<file path="src/rtl/alu_cmd_seq.sv">
// alu_cmd_seq: single-outstanding command sequencer driving an external ALU with a 4-entry register file.
// Define ALU_SEQ_MULHI_EN to add the WRHI state that writes the multiply high half to R[rd+1].
module alu_cmd_seq #(
  parameter int N = 16
) (
  input  logic         clk,
  input  logic         rst,
  input  logic         cmd_valid,
  output logic         cmd_ready,
  input  logic [5:0]   cmd_sel,
  input  logic [1:0]   cmd_rd,
  input  logic [1:0]   cmd_ra,
  input  logic [1:0]   cmd_rb,
  input  logic         cmd_imm_en,
  input  logic [N-1:0] cmd_imm,
  output logic [N-1:0] alu_a,
  output logic [N-1:0] alu_b,
  output logic [5:0]   alu_sel,
  input  logic [N-1:0] alu_result,
  input  logic [N-1:0] alu_upper_result,
  input  logic         alu_carry_flag,
  input  logic         alu_overflow_flag,
  input  logic         alu_zero_flag,
  input  logic         alu_negative_flag,
  input  logic         alu_parity_flag,
  output logic         rsp_valid,
  input  logic         rsp_ready,
  output logic [N-1:0] rsp_data,
  output logic [4:0]   rsp_flags,
  output logic         rsp_err
);
  typedef enum logic [1:0] {IDLE, EXEC, WRHI, RESP} state_t;
  state_t state_q, state_d;
  logic [N-1:0] rf_q [4];
  logic [N-1:0] a_q, b_q, data_q;
  logic [5:0] sel_q;
  logic [1:0] rd_q;
  logic [4:0] flags_q;
  logic err_q, err, load, hi_go;
  logic [N-1:0] res;
  logic [4:0] flg;
  assign err = ((sel_q == 6'd3 || sel_q == 6'd8) && b_q == '0) || (sel_q >= 6'd35 && sel_q <= 6'd62);
  assign load = sel_q == 6'd63;
  assign res = load ? b_q : alu_result;
  assign flg = load ? {2'b00, b_q == '0, 2'b00}
                    : {alu_parity_flag, alu_negative_flag, alu_zero_flag, alu_overflow_flag, alu_carry_flag};
`ifdef ALU_SEQ_MULHI_EN
  logic [N-1:0] hi_q;
  assign hi_go = sel_q == 6'd2 && !err;
`else
  logic unused_hi;
  assign unused_hi = ^alu_upper_result;
  assign hi_go = 1'b0;
`endif
  assign cmd_ready = state_q == IDLE && !rst;
  assign rsp_valid = state_q == RESP && !rst;
  assign alu_a = a_q;
  assign alu_b = b_q;
  assign alu_sel = sel_q;
  assign rsp_data = data_q;
  assign rsp_flags = flags_q;
  assign rsp_err = err_q;
  always_comb begin
    state_d = state_q == IDLE ? (cmd_valid ? EXEC : IDLE) :
              state_q == EXEC ? (hi_go ? WRHI : RESP) :
              state_q == WRHI ? RESP :
              (rsp_ready ? IDLE : RESP);
  end
  always_ff @(posedge clk) begin
    if (rst) begin
      state_q <= IDLE;
      rf_q <= '{default: '0};
      a_q <= '0;
      b_q <= '0;
      sel_q <= '0;
      rd_q <= '0;
      data_q <= '0;
      flags_q <= '0;
      err_q <= 1'b0;
`ifdef ALU_SEQ_MULHI_EN
      hi_q <= '0;
`endif
    end else begin
      state_q <= state_d;
      if (cmd_valid && cmd_ready) begin
        a_q <= rf_q[cmd_ra];
        b_q <= cmd_imm_en ? cmd_imm : rf_q[cmd_rb];
        sel_q <= cmd_sel;
        rd_q <= cmd_rd;
      end
      if (state_q == EXEC) begin
        if (!err) rf_q[rd_q] <= res;
        data_q <= err ? '0 : res;
        flags_q <= err ? '0 : flg;
        err_q <= err;
      end
`ifdef ALU_SEQ_MULHI_EN
      if (state_q == EXEC) hi_q <= alu_upper_result;
      if (state_q == WRHI) rf_q[rd_q + 2'd1] <= hi_q;
`endif
    end
  end
endmodule
</file>
<file path="config.mk">
export PLATFORM = sky130hd
export DESIGN_NAME = alu_cmd_seq
export DESIGN_NICKNAME = d
export VERILOG_FILES = /design/src/rtl/alu_cmd_seq.sv
export SDC_FILE = /design/constraint.sdc
export NUM_CORES = 1
export LEC_CHECK = 0
export CORE_MARGIN = 5
export CORE_UTILIZATION = 45
export CTS_BUF_LIST = sky130_fd_sc_hd__clkbuf_8
export DETAILED_ROUTE_END_ITERATION = 8
export GPL_ROUTABILITY_DRIVEN = 0
export PLACE_DENSITY = 0.69
export SLEW_MARGIN = 20
export SYNTH_ARGS = -nofsm -noshare
export SYNTH_HDL_FRONTEND = slang
export SYNTH_SLANG_ARGS = --single-unit
</file>
<file path="constraint.sdc">
create_clock -name clk -period 4.3 [get_ports clk]
set_input_delay 1.075 -clock clk [delete_from_list [all_inputs] [get_ports clk]]
set_output_delay 1.075 -clock clk [all_outputs]
set_load 0.02 [all_outputs]
</file>
==> metrics.txt, run 1 <==
status finished clean; Net Sw Power 0.8734 mW; Synth cell types 37; core area ~13000 um^2; Syn-to-layout area delta 27.73%; TritonCTS clock tree done; predominant post-synthesis flop cell dfxtp_1; top-area cell type share of the netlist area 42.45%; ys async rst share 0%; DR DRC count 0; total CTS buffers 17; Worst Path Max Fanout 6; antenna fix cells 0; drt first pass iters 5; worst vdd ir 0.0001466 V; Vias approximately 4800; Synth Instances 591; post-layout util 58.46%; H-tree levels 4; Max Root-Sink Buffers 2; Hold Buf Count CTS 0; switching portion of total power around 28%; crit path max-delay cell type clkdlybuf4s50_1; kind of critical path in2out; share of layout cells above drive strength 1 11.06%; Final Net Count between 700 and 800; Post-Syn Area 6037 um^2; CP arrival approximately 2.0 ns; pin count of the biggest net entering global routing 80; Final Hold Fails 0; total design power between 3 and 4 mW; LEAKAGE 2.803 nW; die area 15830 um^2; design internal power 2.287 mW; commonest cells in the netlist dfxtp_1 (128), nand2_1 (90), mux2i_1 (81), nand2b_1 (66), clkbuf_1 (36); most common cell in the netlist dfxtp_1; Hold/Removal Path Class reg2reg; fin. max-slew vios 0; RSZ-0062 raised after global routing false; final worst setup slack 1.246 ns; CP cell instances buf_4, nor3_1, clkdlybuf4s50_1; Clock Power Share 36.0%; DR WL/cell 18.60 um; Routed WL 16.22 mm; Final Non-Filler Cells 872; vias in the first global route 4766; slew margin rel. 31.23%; Final Cycle Share 71.03%; post-synthesis area per instance 10.21 um^2; # rows 42; Tot GR Track Use 20.55%; DP Area ~7300 um^2; register area share after synthesis 42.45%; DR iter-0 viols 389; # port buffers 115; clock-pin slew on the worst setup and hold paths approximately 0.07 ns; actual slew at the worst max-slew pin just over 1 ns; Area contributors post-synth dfxtp_1 (42%), mux2i_1 (13%), mux4_2 (12%); Synth Warn # 0; root buf cell clkbuf_8; GR Overflow Total 0; Die H 125.8 um; crit start category primary input; dpl ws 1.220 ns; Flop pwr share between 40% and 50%; register bit total from synthesis 128; Crit. End Element output pin; pwr dens between 400 and 500 nW/um^2; global-route wire length before repair 25.81 mm; slowest stage delay, CP between 0.6 and 0.7 ns; Horiz. Die Dim 125.8 um; Inst Count DP approximately 840; CTS sink cnt 128; Initial Util 45.77%; WHS ~0.46 ns; max cap viols 0; number of antenna violations at the first check in global routing 0; fmax 0.3274 GHz; final design area excluding fillers a little under 8000 um^2; Setup violations, final 0; Vias/cell about 5.5; Comb pwr share 20.7%; Critical Path RT around 3.2 ns; Clock Latency Late Sink 0.44 ns; # resized after CTS 0; ANT nets after route 0; Post-CTS Repair Setup Buffers 0; synthesized net count 661; Fin Clk Skew 0.007528 ns; hpwl dp about 11 mm; I/O Pins 132; min Tclk post-route about 3.1 ns; Layout fillers 1120; number of synthesized flops with an enable pin 0; Setup TNS 0 ns; cell taking the most area after synthesis dfxtp_1
==> power by group through the flow <==
stage	clock, mW	sequential (mW)	combinational, mW
after floorplan	0	1.44	0.342
after global placement	0	1.38	0.652
after detailed placement	0	1.39	0.659
after CTS	1.16	1.37	0.661
after global routing	1.21	1.38	0.705
final	1.14	1.37	0.656
==> worst max-delay path, delay by kind of cell <==
family	cells	cell delay (ns)
buf+inv	2	0.78
simple gates	1	0.13
==> placed cells by master, fill, tap and decap left out, drive strengths merged <==
master / n
a21o: 16
o31ai: 16
or4b: 4
nor4: 5
clkbuf: 22
bufinv: 4
nand3b: 16
inv: 7
o21bai: 1
clkdlybuf4s50: 114
a21oi: 29
and2: 1
nand2b: 66
a211o: 1
o21ai: 2
o22ai: 1
nand2: 90
nand4: 1
mux4: 32
nor2: 20
nor3: 4
nand3: 2
or4: 1
nor4b: 1
buf: 10
a211oi: 16
dfxtp: 128
mux2i: 81
or2: 1
a2111oi: 1
and3: 1
nor3b: 1
and3b: 1
==> per-layer routing <==
layer  vias to the layer above  wire length (um)  global-route usage [%]
met1                      2277              7296                   27.64
met2                       159              7304                   31.28
met5                         -                 0                       0
li1                       2296                 -                       -
met3                        26              1244                   5.631
met4                         0               370                   8.770
==> worst paths after layout <==
kind | startpoint | end | slack (ns) | cells past startpoint
worst max-delay path | rst | cmd_ready | 1.25 | 3
worst min-delay path | alu_a[6] | alu_a[6] | 0.46 | 2
worst max register to register | alu_b[10] | rf_q[33] | 1.49 | 6
worst min register to register | alu_a[6] | alu_a[6] | 0.46 | 2
==> cell families after synthesis <==
group	count (synthesis)	synth area share, %
AND/OR/NAND/NOR	215	18.74
flip-flops	128	42.45
multiplexers	113	25.37
AO/OA/AOI/OAI	83	9.658
buffers and inverters	52	3.793
==> layout make-up <==
class                      instances  area [um^2]  area share [%]
multi-input combinational        411         3256           42.22
sequential                       128         2562           33.23
timing repair buffer             124         1224           15.87
clock buffer                      22        302.8           3.927
tap                              176        220.2           2.856
clock inverter                    10        142.6           1.850
inverter                           1        3.754         0.04868
==> state kept, by name, summed over array words and instances, names as in the netlist, 2 cells and up <==
signal / flops
rf_q: 64
alu_sel: 6
alu_b: 16
state_q: 2
alu_a: 16
rd_q: 2
rsp_data: 16
rsp_flags: 5
Note: power is estimated with default switching activity, not from simulation.
==> run 2, diff against run 1 <==
--- a/config.mk
+++ b/config.mk
@@ -10,7 +10,7 @@
 export CTS_BUF_LIST = sky130_fd_sc_hd__clkbuf_8
 export DETAILED_ROUTE_END_ITERATION = 8
 export GPL_ROUTABILITY_DRIVEN = 0
-export PLACE_DENSITY = 0.69
+export PLACE_DENSITY = 0.72
 export SLEW_MARGIN = 20
 export SYNTH_ARGS = -nofsm -noshare
 export SYNTH_HDL_FRONTEND = slang
==> constraint.sdc (replaced) <==
create_clock -name clk -period 2.75 [get_ports clk]
set_input_delay 0.6875 -clock clk [delete_from_list [all_inputs] [get_ports clk]]
set_output_delay 0.6875 -clock clk [all_outputs]
set_load 0.02 [all_outputs]
==> metrics.txt, run 2 (same netlist as run 1, synthesis figures left out) <==
dpl ws 0.1769 ns (-1.043 ns); Final Net Count 767 (+1.9%); I/O Pins 132 (unchanged); Most flops, register rf_q; total CTS buffers 17 (unchanged); GR Overflow Total 0 (unchanged); slowest stage delay, CP 0.96 ns (+0.33 ns); DR DRC count 0 (unchanged); min Tclk post-route 2.609 ns; Vias/cell 5.484 (+0.51%); core area 13190 um^2 (unchanged); pwr dens 614.6 nW/um^2 (+50%); Max Root-Sink Buffers 2 (unchanged); Hold Buf Count CTS 0 (unchanged); CP cell instances a2111oi_4, o22ai_4, nor4b_2, buf_4, mux2i_1; total design power 4.788 mW (+51%); Post-CTS Repair Setup Buffers 0 (unchanged); Final Hold Fails 0 (unchanged); Initial Util 45.77% (unchanged); Setup TNS 0 ns (unchanged); die area 15830 um^2 (unchanged); kind of critical path reg2reg; worst vdd ir 0.0003253 V (+120%); antenna fix cells 0 (unchanged); fmax about 0.38 GHz; WHS 0.4565 ns (-0.001291 ns); Horiz. Die Dim 125.8 um (unchanged); crit start category flip-flop; share of layout cells above drive strength 1 13.52% (+2.5 points); global-route wire length before repair 26.15 mm (+1.3%); max FFs per register 64 (unchanged); post-layout util 59.06% (+0.60 points); Routed WL 16.76 mm (+3.3%); fin. max-slew vios 0 (unchanged); RSZ-0062 raised after global routing false; DR WL/cell 18.91 um (+1.7%); Tot GR Track Use 20.98% (+0.43 points); CTS sink cnt 128 (unchanged); # port buffers 115 (unchanged); drt first pass iters 5 (unchanged); Crit. End Element flip-flop; Vias 4859 (+2.1%); root buf cell clkbuf_8; crit path max-delay cell type nor4b_2; pin count of the biggest net entering global routing 141 (+76%); Layout fillers 1106 (-1.3%); Critical Path RT 3.11 ns (-0.11 ns); Final Cycle Share 94.86%; Inst Count DP 854 (+1.8%); vias in the first global route 4756 (-0.21%); Hold/Removal Path Class reg2reg; ANT nets after route 0 (unchanged); Clock Latency Late Sink 0.44 ns (about the same); final design area excluding fillers 7790 um^2 (+1.0%); Die H 125.8 um (unchanged); commonest non-fill, non-tap cell in the layout dfxtp_1; hpwl dp 11.74 mm (+6.2%); Final Non-Filler Cells 886 (+1.6%); # rows 42 (unchanged); Fin Clk Skew 0.01135 ns (+0.003822 ns); status finished clean; LEAKAGE 2.829 nW (+0.93%); slew margin rel. 21.90% (-9.3 points); CP arrival 2.97 ns (+0.99 ns); most frequent cells in the layout dfxtp_1 (128), clkdlybuf4s50_1 (114), nand2_1 (90); max cap viols 0 (unchanged); clock-pin slew on the worst setup and hold paths 0.07 ns (about the same); Setup violations, final 0 (unchanged); final worst setup slack 0.1412 ns (-1.104 ns); TritonCTS clock tree done; Syn-to-layout area delta 29.04%; actual slew at the worst max-slew pin 1.168 ns (+0.1368 ns); Worst Path Max Fanout 11 (+5); DR iter-0 viols 341 (-12%); DP Area 7388 um^2 (+1.9%); number of antenna violations at the first check in global routing 0 (unchanged); # resized after CTS 0 (unchanged); H-tree levels 4 (unchanged)
==> run 2: cell types whose count changed in the layout (fill, tap and decap cells not counted), sizes merged <==
cell | before | now
buf | 10 | 24
clkbuf | 22 | 23
inv | 7 | 2
bufinv | 4 | 1
clkinv | 0 | 2
clkinvlp | 0 | 5
==> run 2: final timing paths <==
kind	from	to	slack, ns	depth (start not counted)
setup / recovery	alu_sel[1]	rf_q[31]	0.14	5
setup reg to reg	alu_sel[1]	rf_q[31]	0.14	5
hold reg to reg	rsp_flags[1]	rsp_flags[1]	0.46	2
hold / removal	rsp_flags[1]	rsp_flags[1]	0.46	2
==> run 2: layout make-up <==
type,instances,area (um^2),share of cell area [%]
Inverter,1,3.754,0.04819
Clock inverter,9,81.33,1.044
Multi-Input combinational cell,411,3256,41.79
Timing Repair Buffer,138,1350,17.33
Sequential cell,128,2562,32.89
Tap cell,176,220.2,2.827
Clock buffer,23,316.6,4.064
==> run 2: power breakdown <==
group	total [mW]	switching (mW)	internal (mW)	leakage, nW
sequential	2.14	0.133	2.00	1.04
combinational	1.08	0.564	0.512	1.60
clock	1.58	0.724	0.852	0.193
==> run 2: critical path, delay by kind of cell, from the launching register on <==
family          cells  cell delay, ns
simple gates        1            0.96
compound gates      2            0.54
buf+inv             1            0.41
flops               1            0.40
mux                 1            0.22
==> run 2: per-layer routing <==
metal | vias to the layer above | part of all wire [%] | global-route usage [%]
met5 | - | 0 | 0
met4 | 0 | 2.1 | 7.697
met3 | 27 | 5.3 | 4.318
met2 | 151 | 48 | 33.51
met1 | 2377 | 45 | 28.33
li1 | 2304 | - | -
==> variant 1, RTL diff (settings of run 2) <==
Encoding of `state_t`: now Gray code (2 bits for 4 states).
--- a/src/rtl/alu_cmd_seq.sv
+++ b/src/rtl/alu_cmd_seq.sv
@@ -30,5 +30,5 @@
   output logic         rsp_err
 );
-  typedef enum logic [1:0] {IDLE, EXEC, WRHI, RESP} state_t;
+  typedef enum logic [1:0] {IDLE = 2'b00, EXEC = 2'b01, WRHI = 2'b11, RESP = 2'b10} state_t;
   state_t state_q, state_d;
   logic [N-1:0] rf_q [4];
Function: same outputs for any inputs over 4 cycles, from zero or initial values and one cycle with rst high; so few cycles prove little.
==> variant 1 against run 2 <==
- core utilization fell by 0.39 points
- final cell count shrank 1.2%
- wire length down 3.2%
- total power decreased by 15%
- non-clock buffer count fell by 7
- sequential power is 7% lower
- sequential cell count unchanged
- design area down 0.27%
- synthesized cell count fell by 0.51%
- worst setup slack improved by 250 ps
- global-route usage fell by 0.52 points
- synthesized area is 0.81% higher
- clock skew down 3.8 ps
- critical endpoint is now rsp_flags[4]$_SDFFE_PP0P_
==> variant 1: results (changes against run 2) <==
crit path max-delay cell type nor4_1; fraction of layout cells with a size suffix above 1 12.0% (-1.5 points); wl on met1 6.94 mm (-7.3%); Compound-Gate Fraction of Synth Area 9.58% (-0.077 points); first-pass GRT wire length 25.7 mm (-1.8%); vias in the first global route 4875 (+2.5%); GR met2 Demand/Resource 33.9% (+0.42 points); clock period minus worst slack 2360 ps (-249 ps); met3 usage 4.79% (+0.47 points); Total Routing Usage GR 20.5% (-0.52 points); dpl cells 843 (-1.3%); Final nets 756 (-1.4%); DR vias/cell 5.43 (-1.1%); clk pwr 1490 uW (-6%); internal power 3000 uW (-11%); sequential fraction of the synthesis area 42.1% (-0.34 points); outcome complete, no violations; post-synthesis mux area share 25.2% (-0.20 points); Post-synth top cells dfxtp_1, nand2b_1, mux2i_1; Max FO, Critical Path 18 (+7); post-DP HPWL 11.0 mm (-6.1%); share of power burned in registers 48.9% (+4.3 points); Max IR drop VDD 0.250 mV (-23%); drt first-iter violations 292 (-14%); crit-path max cell delay 500 ps (-460 ps); Fin Clk Skew 7.51 ps (-3.84 ps); switching share of total power 26.0% (-3.7 points); WP data arrival 2670 ps (-300 ps); syn nets 658 (-0.45%); pre-CTS setup slack 377 ps (+200 ps); Leak 0.00281 uW (-0.57%); Worst-Margin Slew 626 ps (-542 ps); Finished Layout Cells 875 (-1.2%)
==> variant 1: final cells by class <==
| cell class | instances | area, um2 |
|---|---|---|
| clock buffer | 21 | 289 |
| clock inverter | 11 | 75.1 |
| fill | 1140 | 5470 |
| inverter | 2 | 7.51 |
| multi-input combinational | 406 | 3300 |
| sequential | 128 | 2560 |
| tap | 176 | 220 |
| timing repair buffer | 131 | 1320 |
==> variant 1: worst paths after layout <==
| path | startpoint | end | slack [ps] | cells past startpoint |
|---|---|---|---|---|
| worst min-delay path | rsp_flags[3]$_SDFFE_PP0P_ | rsp_flags[3]$_SDFFE_PP0P_ | 450 | 2 |
| worst min register to register | rsp_flags[3]$_SDFFE_PP0P_ | rsp_flags[3]$_SDFFE_PP0P_ | 450 | 2 |
| worst max-delay path | alu_b[10]$_SDFFE_PP0P_ | rsp_flags[4]$_SDFFE_PP0P_ | 390 | 6 |
| worst max register to register | alu_b[10]$_SDFFE_PP0P_ | rsp_flags[4]$_SDFFE_PP0P_ | 390 | 6 |
==> variant 2, RTL diff (flow settings as in run 2) <==
Made on the original files. `N`: 16 -> 17.
--- a/src/rtl/alu_cmd_seq.sv
+++ b/src/rtl/alu_cmd_seq.sv
@@ -2,5 +2,5 @@
 // Define ALU_SEQ_MULHI_EN to add the WRHI state that writes the multiply high half to R[rd+1].
 module alu_cmd_seq #(
-  parameter int N = 16
+  parameter int N = 17
 ) (
   input  logic         clk,
Interface: changed (6 resized); port bits go from 132 to 138. No check against the original RTL was run, so the function may have changed too.
==> variant 2 against run 2 <==
- clock power up 20%
- highest routed layer unchanged
- hold slack better by 2.2 ps
- critical path type is now reg -> out
- worst setup slack better by 290 ps
- synthesized area up 9.0%
- sequential cell count up 7
- first-iteration DRC count up 32%
- count of clock-buffer cells in the layout down 4
- critical path depth down 2
- wire length up 6.0%
- non-clock buffer count up 3
- total power up 11%
- design area up 8.2%
- combinational power up 6%
- largest power group unchanged
==> variant 2: results (changes against run 2) <==
post-DP HPWL 12.3 mm (+5.0%); Worst-path clk slew 80 ps; Max FO, Critical Path 6 (-5); CTS H-tree lvls 4 (unchanged); HP Class reg -> reg; largest net degree at the start of global routing 81 (-43%); vias in the first global route 5288 (+11%); initial antenna violation count 0 (unchanged); asr flop ratio synth 0% (unchanged); sequential fraction of the synthesis area 41.1% (-1.4 points); post-synthesis mux area share 24.6% (-0.80 points); first-pass GRT wire length 27.8 mm (+6.1%); 1st-pass router iterations 4 (-1); dpl cells 917 (+7.4%); R2R cell count 5 (unchanged); clock latency on the worst-skew pair 440 ps (about the same); outcome complete, no violations; Compound-Gate Fraction of Synth Area 12.3% (+2.7 points); fraction of layout cells with a size suffix above 1 12.2% (-1.4 points); max reg flops 68 (+6.3%); WL/cell 18.7 um (-1.0%); hold_sp alu_a[3]$_SDFFE_PP0P_; Final nets 825 (+7.6%); Worst-Margin Slew 677 ps (-492 ps); launching point of the worst reg2reg path alu_b[12]$_SDFFE_PP0P_; r2r setup slk 600 ps (+460 ps); DR vias/cell 5.55 (+1.2%); Synth Area in Adders 0% (unchanged); top area cells in the synthesized netlist dfxtp_1, mux2i_1, mux4_2; syn nets 724 (+9.5%); Total Routing Usage GR 21.0% (-0.022 points); Slew Viols, Final 0 (unchanged); Clk Tree Root Cell clkbuf_8; drt first-iter violations 451 (+32%); Largest Register rf_q; WP data arrival 1630 ps (-1340 ps); Post-synth top cells dfxtp_1, mux2i_1, nand2b_1; switching share of total power 28.6% (-1.1 points); Yosys cell types 39 (+5.4%); hold worst-path end alu_a[3]$_SDFFE_PP0P_; Leak 0.00335 uW (+18%); Placed Area 0.00797 mm2 (+7.8%); ys flop type dfxtp_1; maximum clock insertion buffer count 2 (unchanged); yosys warns 0 (unchanged); WL final 17.8 mm (+6.0%); syn_area_per_cell 10.1 um2 (-1.1%); Fin Clk Skew 12.4 ps (+1.07 ps); xor and xnor area share after synthesis 0% (unchanged); post_cts resized 0 (unchanged); hold path depth 2 (unchanged); PortBufs 120 (+4.3%); setup bufs post-CTS 0 (unchanged); worst r2r dst rf_q[60]$_SDFFE_PP0P_; Max IR drop VDD 0.313 mV (-3.9%)
-- variant 2: cell count changes after synthesis, moves of 6 or more --
cell      before  now
o21ai_0        0   17
o21ai_1        1   23
and3_1         1   20
o21bai_1       1   18
a21boi_0       0   16
dfxtp_1      128  135
o31ai_1       16    0
nand3b_1      16   22
nand2_1       90   53
a21o_1        16    0
-- variant 2: logic make-up after synthesis --
| family | after synthesis |
|---|---|
| compound gates | 128 |
| buf+inv | 60 |
| flops | 135 |
| mux | 119 |
| simple gates | 209 |
-- variant 2: worst max path at each step --
stage                     startpoint               endpoint  slack (ps)  depth (start not counted)
6_report       state_q[1]$_SDFF_PP0_              rsp_valid         430                          3
5_1_grt        state_q[1]$_SDFF_PP0_              rsp_valid         350                          3
4_1_cts        state_q[0]$_SDFF_PP0_              rsp_valid         400                          3
3_5_place_dp               cmd_rb[0]  alu_b[6]$_SDFFE_PP0P_         370                          5
3_3_place_gp               cmd_rb[0]  alu_b[4]$_SDFFE_PP0P_         380                          5
2_1_floorplan                    rst              cmd_ready         370                          4
-- variant 2: per-layer routing --
layer | routed length (um) | vias to the layer above | share of wire [%] | global-route usage [%]
li1 | - | 2546 | - | -
met1 | 7530 | 2574 | 42 | 27.7
met2 | 8880 | 135 | 50 | 34.3
met3 | 1110 | 12 | 6.3 | 4.88
met4 | 241 | 0 | 1.4 | 6.59
met5 | 0 | - | 0 | 0
-- variant 2: power groups by stage --
stage,sequential [uW],combinational [uW],clock [uW]
final,2240,1150,1900
after global routing,2260,1240,2010
after CTS,2240,1160,1930
after detailed placement,2290,1160,0
after global placement,2270,1140,0
after floorplan,2370,572,0
-- variant 2: area by class of cell --
class / instances / area, um2
clock buffers: 19 / 262
clock inverters: 13 / 201
fillers: 1168 / 5990
inverters: 1 / 3.75
multi-input cells: 456 / 3600
flip-flops and latches: 135 / 2700
well taps: 184 / 230
repair buffers: 141 / 1430
-- variant 2: critical path, cell delays in order (launching register included) --
cell and delay (ps):
dfxtp_1 410, nand2_1 80, nor2_1 90, clkdlybuf4s50_1 610
-- variant 2: through the flow --
step	hold slack (ps)	power (uW)	util, %	setup WS (ps)
after CTS	462	5330	58.4	405
after floorplan	456	2950	-	373
after global routing	476	5520	58.4	347
after detailed placement	451	3440	55.2	366
after global placement	446	3410	55.2	379
final	459	5300	58.4	429
